--- config.mk ---
export PLATFORM = sky130hd
export DESIGN_NAME = cdb_arbiter_flat
export DESIGN_NICKNAME = d
export VERILOG_FILES = /design/src/rtl/cdb_arbiter_if.sv /design/src/rtl/cdb_arbiter.sv /design/src/flat_wrapper.sv
export SDC_FILE = /design/constraint.sdc
export NUM_CORES = 1
export LEC_CHECK = 0
export CAP_MARGIN = 10
export CORE_UTILIZATION = 30
export DETAILED_ROUTE_END_ITERATION = 16
export PLACE_DENSITY = 0.5
export SLEW_MARGIN = 5
export SYNTH_ARGS = -nofsm -noshare
export SYNTH_HDL_FRONTEND = slang
export SYNTH_SLANG_ARGS = --single-unit
--- constraint.sdc ---
create_clock -name clk -period 3.81 [get_ports clk]
set_input_delay 1.143 -clock clk [delete_from_list [all_inputs] [get_ports clk]]
set_output_delay 1.143 -clock clk [all_outputs]
set_load 0.1 [all_outputs]
--- src/rtl/cdb_arbiter_if.sv ---
// Result-collection and common-data-bus signals of the CDB arbiter.
// master: the arbiter itself; slave: execution units plus bus listeners.
interface cdb_arbiter_if #(
    parameter int UNITS       = 4,
    parameter int RS_ID_WIDTH = 5
);
    localparam int UW = $clog2(UNITS);

    logic [UNITS-1:0]                  result_valid;
    logic [UNITS-1:0]                  result_ready;
    logic [UNITS-1:0][RS_ID_WIDTH-1:0] result_rs_id;
    logic [UNITS-1:0][31:0]            result_value;

    logic                   cdb_valid;
    logic [RS_ID_WIDTH-1:0] cdb_rs_id;
    logic [31:0]            cdb_value;
    logic [UW-1:0]          cdb_unit;

    modport master (
        input  result_valid, result_rs_id, result_value,
        output result_ready, cdb_valid, cdb_rs_id, cdb_value, cdb_unit
    );

    modport slave (
        output result_valid, result_rs_id, result_value,
        input  result_ready, cdb_valid, cdb_rs_id, cdb_value, cdb_unit
    );
endinterface

--- src/rtl/cdb_arbiter.sv ---
// CDB arbiter: per-unit result FIFOs, round-robin grant (fixed priority when CDB_FIXED_PRIORITY_EN is defined).
// Latency: a result accepted at edge N is broadcast in cycle N+2 at the earliest.
// Backpressure: result_ready drops only when that unit's FIFO is full; the bus itself is never stalled.
module cdb_arbiter #(
    parameter int UNITS       = 4,
    parameter int RS_ID_WIDTH = 5,
    parameter int FIFO_DEPTH  = 2
) (
    input  logic          clk,
    input  logic          rst,
    cdb_arbiter_if.master bus
);
    localparam int UW = $clog2(UNITS);
    localparam int PW = $clog2(FIFO_DEPTH);
    localparam int CW = PW + 1;
    localparam int DW = RS_ID_WIDTH + 32;
    localparam logic [UW:0] UNITS_W = (UW+1)'(UNITS);

    logic [DW-1:0]    mem    [UNITS][FIFO_DEPTH];
    logic [PW-1:0]    wr_ptr [UNITS];
    logic [PW-1:0]    rd_ptr [UNITS];
    logic [CW-1:0]    count  [UNITS];
    logic [UNITS-1:0] push;
    logic [UNITS-1:0] pop;
    logic [UW-1:0]    rr_ptr;
    logic [UW-1:0]    grant;
    logic             grant_vld;
    logic [UW:0]      idx;
    logic [DW-1:0]    head;

    // Ready is a function of registered occupancy only, so a full FIFO stays closed even while popping.
    always_comb begin
        for (int u = 0; u < UNITS; u++) begin
            bus.result_ready[u] = ~rst && (count[u] != CW'(FIFO_DEPTH));
            push[u]             = bus.result_valid[u] && bus.result_ready[u];
            pop[u]              = grant_vld && (grant == UW'(u));
        end
    end

    // First non-empty FIFO at or after rr_ptr, wrapping modulo UNITS.
    always_comb begin
        grant_vld = 1'b0;
        grant     = '0;
        idx       = '0;
        for (int i = 0; i < UNITS; i++) begin
            idx = {1'b0, rr_ptr} + (UW+1)'(i);
            if (idx >= UNITS_W) idx = idx - UNITS_W;
            if (!grant_vld && (count[idx[UW-1:0]] != '0)) begin
                grant_vld = 1'b1;
                grant     = idx[UW-1:0];
            end
        end
    end

    assign head = mem[grant][rd_ptr[grant]];

    always_ff @(posedge clk) begin
        if (rst) begin
            for (int u = 0; u < UNITS; u++) begin
                wr_ptr[u] <= '0;
                rd_ptr[u] <= '0;
                count[u]  <= '0;
            end
        end else begin
            for (int u = 0; u < UNITS; u++) begin
                if (push[u]) begin
                    mem[u][wr_ptr[u]] <= {bus.result_rs_id[u], bus.result_value[u]};
                    wr_ptr[u]         <= wr_ptr[u] + 1'b1;
                end
                if (pop[u]) rd_ptr[u] <= rd_ptr[u] + 1'b1;
                case ({push[u], pop[u]})
                    2'b10:   count[u] <= count[u] + 1'b1;
                    2'b01:   count[u] <= count[u] - 1'b1;
                    default: count[u] <= count[u];
                endcase
            end
        end
    end

`ifdef CDB_FIXED_PRIORITY_EN
    assign rr_ptr = '0;
`else
    always_ff @(posedge clk) begin
        if (rst) begin
            rr_ptr <= '0;
        end else if (grant_vld) begin
            rr_ptr <= (grant == UW'(UNITS - 1)) ? '0 : grant + 1'b1;
        end
    end
`endif

    // Tag, value and unit hold their last broadcast while idle; only cdb_valid drops.
    always_ff @(posedge clk) begin
        if (rst) begin
            bus.cdb_valid <= 1'b0;
            bus.cdb_rs_id <= '0;
            bus.cdb_value <= '0;
            bus.cdb_unit  <= '0;
        end else begin
            bus.cdb_valid <= grant_vld;
            if (grant_vld) begin
                bus.cdb_rs_id <= head[DW-1:32];
                bus.cdb_value <= head[31:0];
                bus.cdb_unit  <= grant;
            end
        end
    end
endmodule

--- src/flat_wrapper.sv ---
// flat-port wrapper written by rule: the top's interface ports become plain ports
module cdb_arbiter_flat 
#(
    parameter int UNITS       = 4,
    parameter int RS_ID_WIDTH = 5,
    parameter int FIFO_DEPTH  = 2
)
  (clk, rst, bus_result_valid, bus_result_rs_id, bus_result_value, bus_result_ready, bus_cdb_valid, bus_cdb_rs_id, bus_cdb_value, bus_cdb_unit);
  cdb_arbiter_if #(.UNITS(UNITS), .RS_ID_WIDTH(RS_ID_WIDTH)) bus_i ();
  input  logic clk;
  input  logic rst;
  input wire logic [$bits(bus_i.result_valid)-1:0] bus_result_valid;
  input wire logic [$bits(bus_i.result_rs_id)-1:0] bus_result_rs_id;
  input wire logic [$bits(bus_i.result_value)-1:0] bus_result_value;
  output wire logic [$bits(bus_i.result_ready)-1:0] bus_result_ready;
  output wire logic [$bits(bus_i.cdb_valid)-1:0] bus_cdb_valid;
  output wire logic [$bits(bus_i.cdb_rs_id)-1:0] bus_cdb_rs_id;
  output wire logic [$bits(bus_i.cdb_value)-1:0] bus_cdb_value;
  output wire logic [$bits(bus_i.cdb_unit)-1:0] bus_cdb_unit;
  assign bus_i.result_valid = bus_result_valid;
  assign bus_i.result_rs_id = bus_result_rs_id;
  assign bus_i.result_value = bus_result_value;
  assign bus_result_ready = bus_i.result_ready;
  assign bus_cdb_valid = bus_i.cdb_valid;
  assign bus_cdb_rs_id = bus_i.cdb_rs_id;
  assign bus_cdb_value = bus_i.cdb_value;
  assign bus_cdb_unit = bus_i.cdb_unit;
  cdb_arbiter #(.UNITS(UNITS), .RS_ID_WIDTH(RS_ID_WIDTH), .FIFO_DEPTH(FIFO_DEPTH)) u_core (.clk(clk), .rst(rst), .bus(bus_i));
endmodule
==> results of run 1 <==
[worst min path at each step]
stage	to	slack (ns)	cells past startpoint
after floorplan	u_core.rd_ptr[1]$_SDFFCE_PN0P_	0.54	1
after detailed placement	u_core.bus.cdb_value[31]$_SDFFE_PP0N_	0.50	2
final	u_core.bus.cdb_unit[1]$_SDFFE_PP0N_	0.51	2
after global placement	u_core.bus.cdb_unit[1]$_SDFFE_PP0N_	0.49	2
after global routing	u_core.bus.cdb_value[12]$_SDFFE_PP0N_	0.54	2
after CTS	u_core.bus.cdb_value[31]$_SDFFE_PP0N_	0.51	2
[flip-flops by register name, summed over array words and instances (netlist names), named ones only]
signal / cells
u_core.bus.cdb_value: 32
u_core.bus.cdb_unit: 2
u_core.bus.cdb_rs_id: 5
u_core.count: 8
u_core.wr_ptr: 4
u_core.mem: 296
u_core.rd_ptr: 4
u_core.bus.cdb_valid: 1
u_core.rr_ptr: 2
[cell families (layout without fill, tap and decap cells)]
family	after synthesis	after routing	synth area share, %
XOR/XNOR	3	3	0.171
buffers and inverters	209	403	5.33
AO/OA/AOI/OAI	330	330	18.5
other	0	2	0
flip-flops	356	356	66.7
AND/OR/NAND/NOR	165	165	5.81
multiplexers	38	38	2.48
adder cells (fa/ha/maj)	13	13	1.06
[power by group]
group | switching [mW] | leakage (nW) | total (mW) | internal, mW
registers | 0.362 | 3.24 | 5.21 | 4.85
clock network | 1.55 | 0.634 | 3.79 | 2.23
logic | 7.09 | 2.88 | 10.7 | 3.57
total | 9.00 | 6.76 | 19.7 | 10.7
[worst max-delay path, stage by stage, from the launching register on]
cell and delay, ns:
sky130_fd_sc_hd__dfxtp_1 0.74, sky130_fd_sc_hd__nor2b_1 0.24, sky130_fd_sc_hd__o21ai_0 0.20, sky130_fd_sc_hd__a311oi_4 0.40, sky130_fd_sc_hd__nor4_4 0.07, sky130_fd_sc_hd__buf_4 0.19, sky130_fd_sc_hd__inv_6 0.08, sky130_fd_sc_hd__buf_12 0.39
sky130_fd_sc_hd__mux2i_1 0.20, sky130_fd_sc_hd__a221o_1 0.32, sky130_fd_sc_hd__a311oi_1 0.27
[metrics by stage]
stage / utilization [%] / power, mW / instances / hold slack (ns) / setup slack (ns)
final: 38.6 / 19.7 / 1982 / 0.506 / 0.425
after global routing: 38.6 / 20.7 / 1982 / 0.538 / 0.208
after global placement: 36.0 / 15.9 / 1903 / 0.494 / 0.564
after CTS: 38.6 / 19.8 / 1980 / 0.506 / 0.459
after detailed placement: 36.0 / 16.0 / 1903 / 0.498 / 0.510
after floorplan: - / 12.8 / 1114 / 0.540 / 0.107
[layer usage]
layer | track usage, % | vias to the layer above | routed length (um)
li1 | - | 4851 | -
met1 | 25.1 | 5307 | 21700
met2 | 30.6 | 361 | 23400
met3 | 4.18 | 79 | 3030
met4 | 5.96 | 12 | 1250
met5 | 0 | - | 81
[final cells by class]
| type | instances | area share, % |
|---|---|---|
| tap | 672 | 4.32 |
| clock buffer | 65 | 6.16 |
| inverter | 91 | 1.78 |
| sequential | 356 | 52.7 |
| antenna | 2 | 0.0257 |
| multi-input combinational | 549 | 22.7 |
| clock inverter | 12 | 0.482 |
| timing repair buffer | 235 | 11.8 |
[cells in the mapped netlist]
master	number	area, um2
sky130_fd_sc_hd__inv_1	90	338
sky130_fd_sc_hd__buf_4	2	15.0
sky130_fd_sc_hd__nor4b_4	2	47.6
sky130_fd_sc_hd__edfxtp_1	312	9370
sky130_fd_sc_hd__o41ai_1	74	648
sky130_fd_sc_hd__o211ai_2	1	12.5
sky130_fd_sc_hd__nor4_2	1	12.5
sky130_fd_sc_hd__clkbuf_1	89	334
sky130_fd_sc_hd__a21oi_1	11	55.1
sky130_fd_sc_hd__o21ai_0	4	20.0
sky130_fd_sc_hd__nor3_1	20	100
sky130_fd_sc_hd__nand2b_1	8	50.1
sky130_fd_sc_hd__o22ai_1	1	6.26
sky130_fd_sc_hd__a211o_1	1	8.76
sky130_fd_sc_hd__nor3b_1	4	30.0
sky130_fd_sc_hd__ha_1	13	163
sky130_fd_sc_hd__and4bb_1	1	12.5
sky130_fd_sc_hd__o21bai_1	4	30.0
sky130_fd_sc_hd__a221o_1	37	370
sky130_fd_sc_hd__nor2b_1	3	18.8
sky130_fd_sc_hd__a211oi_1	37	278
sky130_fd_sc_hd__nand4_1	39	244
sky130_fd_sc_hd__dfxtp_1	44	881
sky130_fd_sc_hd__inv_2	1	3.75
sky130_fd_sc_hd__nand3_1	1	5.00
sky130_fd_sc_hd__mux2i_1	38	380
sky130_fd_sc_hd__o32ai_2	1	16.3
sky130_fd_sc_hd__nor4_4	2	42.5
sky130_fd_sc_hd__buf_1	5	18.8
sky130_fd_sc_hd__o211ai_1	75	563
sky130_fd_sc_hd__a311o_1	2	20.0
sky130_fd_sc_hd__xnor2_1	3	26.3
sky130_fd_sc_hd__o21a_1	3	22.5
sky130_fd_sc_hd__a21oi_2	1	8.76
sky130_fd_sc_hd__and3_1	4	25.0
sky130_fd_sc_hd__buf_2	22	110
sky130_fd_sc_hd__o2111ai_1	2	17.5
sky130_fd_sc_hd__nor2_1	67	251
sky130_fd_sc_hd__o311ai_0	1	8.76
sky130_fd_sc_hd__or4_1	1	7.51
sky130_fd_sc_hd__nand2_1	12	45.0
sky130_fd_sc_hd__o2111a_1	37	417
sky130_fd_sc_hd__a311oi_1	38	333
==> metrics list, run 1 <==
* DRC violations left: 0
* Area of the die: ~52000 um2
- Across all register-to-register paths, the minimum setup slack is 0.43 ns.
- Worst setup path startpoint: u_core.rr_ptr[0]$_SDFFE_PP0N_
* Number of vias after detailed routing: 10600
- Clock Path Buffers: 3
- For this design the static power due to leakage is 6.76 nW.
* Synthesized Nets: 1281
- The average instance in the mapped netlist occupies 13.8 um2.
- Origin of the critical flop-to-flop path: u_core.rr_ptr[0]$_SDFFE_PP0N_
* Total GRT Usage: 18.9%
- For this run, the top clock speed supported by timing is 295 MHz.
- IR analysis of the VDD net gives a maximum drop of between 1 and 1.5 mV.
- After detailed routing, the total wire length is 49500 um.
- Final weighted congestion in routability-driven placement: 0.819
- The initial antenna violation count was 8.
- Final design area excluding fillers: 19500 um2
* Ratio of final minimum period to clock period: 88.8%
- Post-synthesis sequential area ratio: 66.7%
- The final hold violation count was 0.
* RSZ-0062 raised after global routing: no
* Clock buffers created by TritonCTS: 42
- Final setup violating endpoints: 0
- Initial DRC count: 934
- The tree is rooted in a sky130_fd_sc_hd__clkbuf_16.
- Number of library cell types mapped by synthesis: 43
- Clock skew after layout: around 0.011 ns
- CTS clock-pin slew for the worst setup and hold paths: 0.06 ns
- TritonCTS built the clock tree.
* Maximum number of pins on one net before global-route repair: around 120
- The endpoint identified for the worst register-to-register timing path is u_core.bus.cdb_rs_id[3]$_SDFFE_PP0N_.
- In this run the power density over the cells is roughly 1000 nW/um2.
- For this design, the sink count on the clock tree is around 360.
* Area of the multi-input gates: ~4400 um2
- Critical path type: reg -> reg
- # Max-Cap Violations: 0
- Die width: 228 um
- Share of post-route cells with drive strength above 1: 12.9%
* Via count of the first global-routing pass: 10800
- At the end of the flow, the number of nets in the layout was 1442.
- Once detail routing completed, the nets flagged for antenna violations numbered 0.
- Initial Utilization: 30.5%
- Fill cell instance count of the final layout: between 4000 and 5000
- Area of the core: 50400 um2
* Worst hold path type: reg -> reg
- Placed cell areas: 18200 um2
* Timing endpoint of the critical path: u_core.bus.cdb_rs_id[3]$_SDFFE_PP0N_
* Wire length of the first global-routing pass: between 70000 and 80000 um
- The clock period could shrink to 3.38 ns.
- The sequential cells in the finished layout cover a total of 10200 um2.
- Post-CTS setup buffer count: 0
- Source-to-sink clock delay at the later pin of the worst-skew pair: roughly 0.56 ns
- CTS built an H-tree with a depth of 2.
- Normalized max-slew margin: between 20% and 30%
- For the final routed database, the setup TNS stands at 0 ns.
- Commonest non-fill, non-tap cells in the layout: sky130_fd_sc_hd__edfxtp_1, sky130_fd_sc_hd__clkdlybuf4s50_1, sky130_fd_sc_hd__inv_1
- Routed wire length per instance: 25.0 um
- After synthesis the netlist holds a flip-flop and latch count of 356.
- Quantity of I/O buffers inserted on ports: slightly below 200
- Number of placement rows: 82
- Register-to-Register Path Depth: 10
* Final Max Tran Viols: 0
* Area growth syn-to-layout: 26.6%
- Data on the critical path arrives at its endpoint at 3.84 ns.
* CP endpoint kind: flip-flop
* Number of top-level design ports: 198
- The worst hold path begins at u_core.bus.cdb_unit[1]$_SDFFE_PP0N_.
- Synth warnings: 0
- Netlist Area Pre-Place: about 15000 um2
- Ratio of routed vias to standard cells: 5.35
- HPWL after detailed placement: 29300 um
- Remaining global-route overflow: 0
- Of all nets on the critical path, the largest fanout is 114.
- Post-CTS repair changed the size of 0 cells.
- Die height: 228 um
- Outcome: completed
- At the pin with the least slew margin, the transition time is between 1 and 1.5 ns.
* Mapped Cells: roughly 1100
- Critical path required time: 4.27 ns
- Hold-fix buffer count after cts: 0
- Most common cell after layout, fill and taps aside: sky130_fd_sc_hd__edfxtp_1
* Critical path startpoint category: flip-flop
* Drt pass-1 iters: 5
Note: power is estimated with default switching activity, not from simulation.
==> inputs of run 2 (changes only) <==
Settings changed: SLEW_MARGIN 5 to 20.
==> results of run 2 <==
Same layout as run 1: the final DEF is identical, and so are final timing and power.
==> inputs of run 3 (changes only) <==
Settings changed: CORE_ASPECT_RATIO set to 1.5.
==> metrics list, run 3 (synthesis results as in run 1) <==
- # H-tree levels: 2
- The HPWL after detailed placement is 30400 um.
- Clock skew after layout: approximately 0.02 ns
* Die width: 187 um
- Post-CTS setup buffer count: 0
- Measured along the y axis, the die boundary spans 279 um.
- The worst setup path is captured at a flip-flop.
- WL final: 49700 um
* Final weighted congestion in routability-driven placement: just over 0.8
- Dividing the final minimum period by the clock period gives 86.8%.
* Number of nets still failing antenna checks after routing: 0
- The worst setup path is of the reg -> reg kind.
- CTS clock-pin slew for the worst setup and hold paths: 0.06 ns
- For this design, the sink count on the clock tree is 356.
- The library cell used most frequently in the layout, excluding fill and tap cells, is sky130_fd_sc_hd__edfxtp_1.
* Final design area excluding fillers: 19400 um2
* Fill cell instance count of the final layout: 4818
- Final Util: 38.3%
* Drt pass-1 iters: 5
* Routed wire length per instance: 25.2 um
- Maximum number of pins on one net before global-route repair: 77
- For this configuration, the core starts out at a cell density of 30.4%.
- In the final layout, the share of cells above drive strength 1 is roughly an eighth.
* Antenna violations before repair: 6
- In this run the register-to-register setup slack is 0.50 ns.
* Nets@finish: 1441
- Critical path startpoint category: flip-flop
* Area growth syn-to-layout: 26.0%
* Normalized max-slew margin: 21.6%
- Placed cell areas: 18200 um2
- For this run, design rule violations remaining after detail routing come to 0.
- Critical path required time: 4.25 ns
- Number of top-level design ports: 198
- CP Max Fanout: 74
- During placement, the flow inserted port buffers numbering between 150 and 200.
- Remaining global-route overflow: 0
- The worst-case IR drop observed on VDD is roughly 1.1 mV.
- Cell area power density: 1000 nW/um2
* Total GRT Usage: 18.8%
- Setup total negative slack on the finished layout was measured at 0 ns.
- Based on the critical path, the design can be clocked at up to ~300 MHz.
- Area of the die: 52100 um2
- Summed over all cells, the static leakage comes to 6.71 nW.
- The number of global-route vias before repair is 11200.
* Number of placement rows: 101
* Worst hold path type: reg -> reg
* Hold-fix buffer count after cts: 0
- Counting the buffers created by CTS gives 38.
- CTS tree: built
* Commonest non-fill, non-tap cells in the layout: sky130_fd_sc_hd__edfxtp_1, sky130_fd_sc_hd__clkdlybuf4s50_1, sky130_fd_sc_hd__inv_1
* Min cycle time layout: 3.31 ns
- Area of the core: roughly 51000 um2
* Clock root buffer master: sky130_fd_sc_hd__clkbuf_16
* Clock Path Buffers: 3
- Outcome: completed
- Wire length of the first global-routing pass: 72600 um
- Final setup violating endpoints: 0
- Detailed routing inserted a total of 10700 vias.
* Source-to-sink clock delay at the later pin of the worst-skew pair: 0.54 ns
* Ratio of routed vias to standard cells: about 5.4
- Data arrives at the worst endpoint at 3.74 ns.
- Initial DRC count: 671
- For the pin with the worst max-slew slack, the measured transition is 1.18 ns.
* Number of hold violations in the final report: 0
* Largest register FFs: 296
* # Max-Cap Violations: 0
* Number of gates given a new drive strength after cts: 0
- RSZ-0062 raised after global routing: no
- The max-slew violation count was 0.
## run 3: power by group
part           total, mW  switching, mW  internal, mW
Clock               3.48           1.52          1.96
Combinational       10.7           7.08          3.60
Sequential          5.22          0.370          4.85
Total               19.4           8.97          10.4
## run 3: per-layer routing
metal	global-route usage, %	routed length, um	up-vias
li1	-	-	4832
met1	22.6	19900	5392
met2	33.3	25500	375
met3	2.39	2350	100
met4	8.83	1850	2
met5	0	13	-
## run 3: worst paths after layout
| path | start | end | depth (start not counted) |
|---|---|---|---|
| max | u_core.count[3][0]$_DFFE_PP_ | u_core.bus.cdb_value[11]$_SDFFE_PP0N_ | 8 |
| min | u_core.bus.cdb_value[30]$_SDFFE_PP0N_ | u_core.bus.cdb_value[30]$_SDFFE_PP0N_ | 2 |
| max reg2reg | u_core.count[3][0]$_DFFE_PP_ | u_core.bus.cdb_value[11]$_SDFFE_PP0N_ | 8 |
| min reg2reg | u_core.bus.cdb_value[30]$_SDFFE_PP0N_ | u_core.bus.cdb_value[30]$_SDFFE_PP0N_ | 2 |
## run 3: critical path: stages, from the launching register on
cell and delay, ns:
sky130_fd_sc_hd__edfxtp_1 0.43, sky130_fd_sc_hd__and4bb_1 0.29, sky130_fd_sc_hd__or4_1 0.59, sky130_fd_sc_hd__a21oi_4 0.19
sky130_fd_sc_hd__buf_4 0.83, sky130_fd_sc_hd__o41ai_1 0.21, sky130_fd_sc_hd__o211ai_1 0.14, sky130_fd_sc_hd__nand4_1 0.13
sky130_fd_sc_hd__a311oi_1 0.31
## run 3: cell type report
cell class / instances / area (um2) / share of cell area, %
Tap cell: 669 / 837 / 4.32
Sequential cell: 356 / 10200 / 52.9
Multi-Input combinational cell: 549 / 4420 / 22.8
Antenna cell: 4 / 10.0 / 0.0517
Inverter: 91 / 347 / 1.79
Timing Repair Buffer: 238 / 2350 / 12.1
Clock inverter: 16 / 90.1 / 0.465
Clock buffer: 51 / 1060 / 5.48
## run 3: through the flow
step	cells	power, mW	hold WS [ns]	worst slack (ns)
floorplan	1114	12.8	0.540	0.107
finish	1974	19.4	0.498	0.503
detailed placement	1903	16.0	0.494	0.529
CTS	1970	19.5	0.503	0.530
global route	1974	20.4	0.522	0.286
global placement	1903	15.9	0.479	0.570
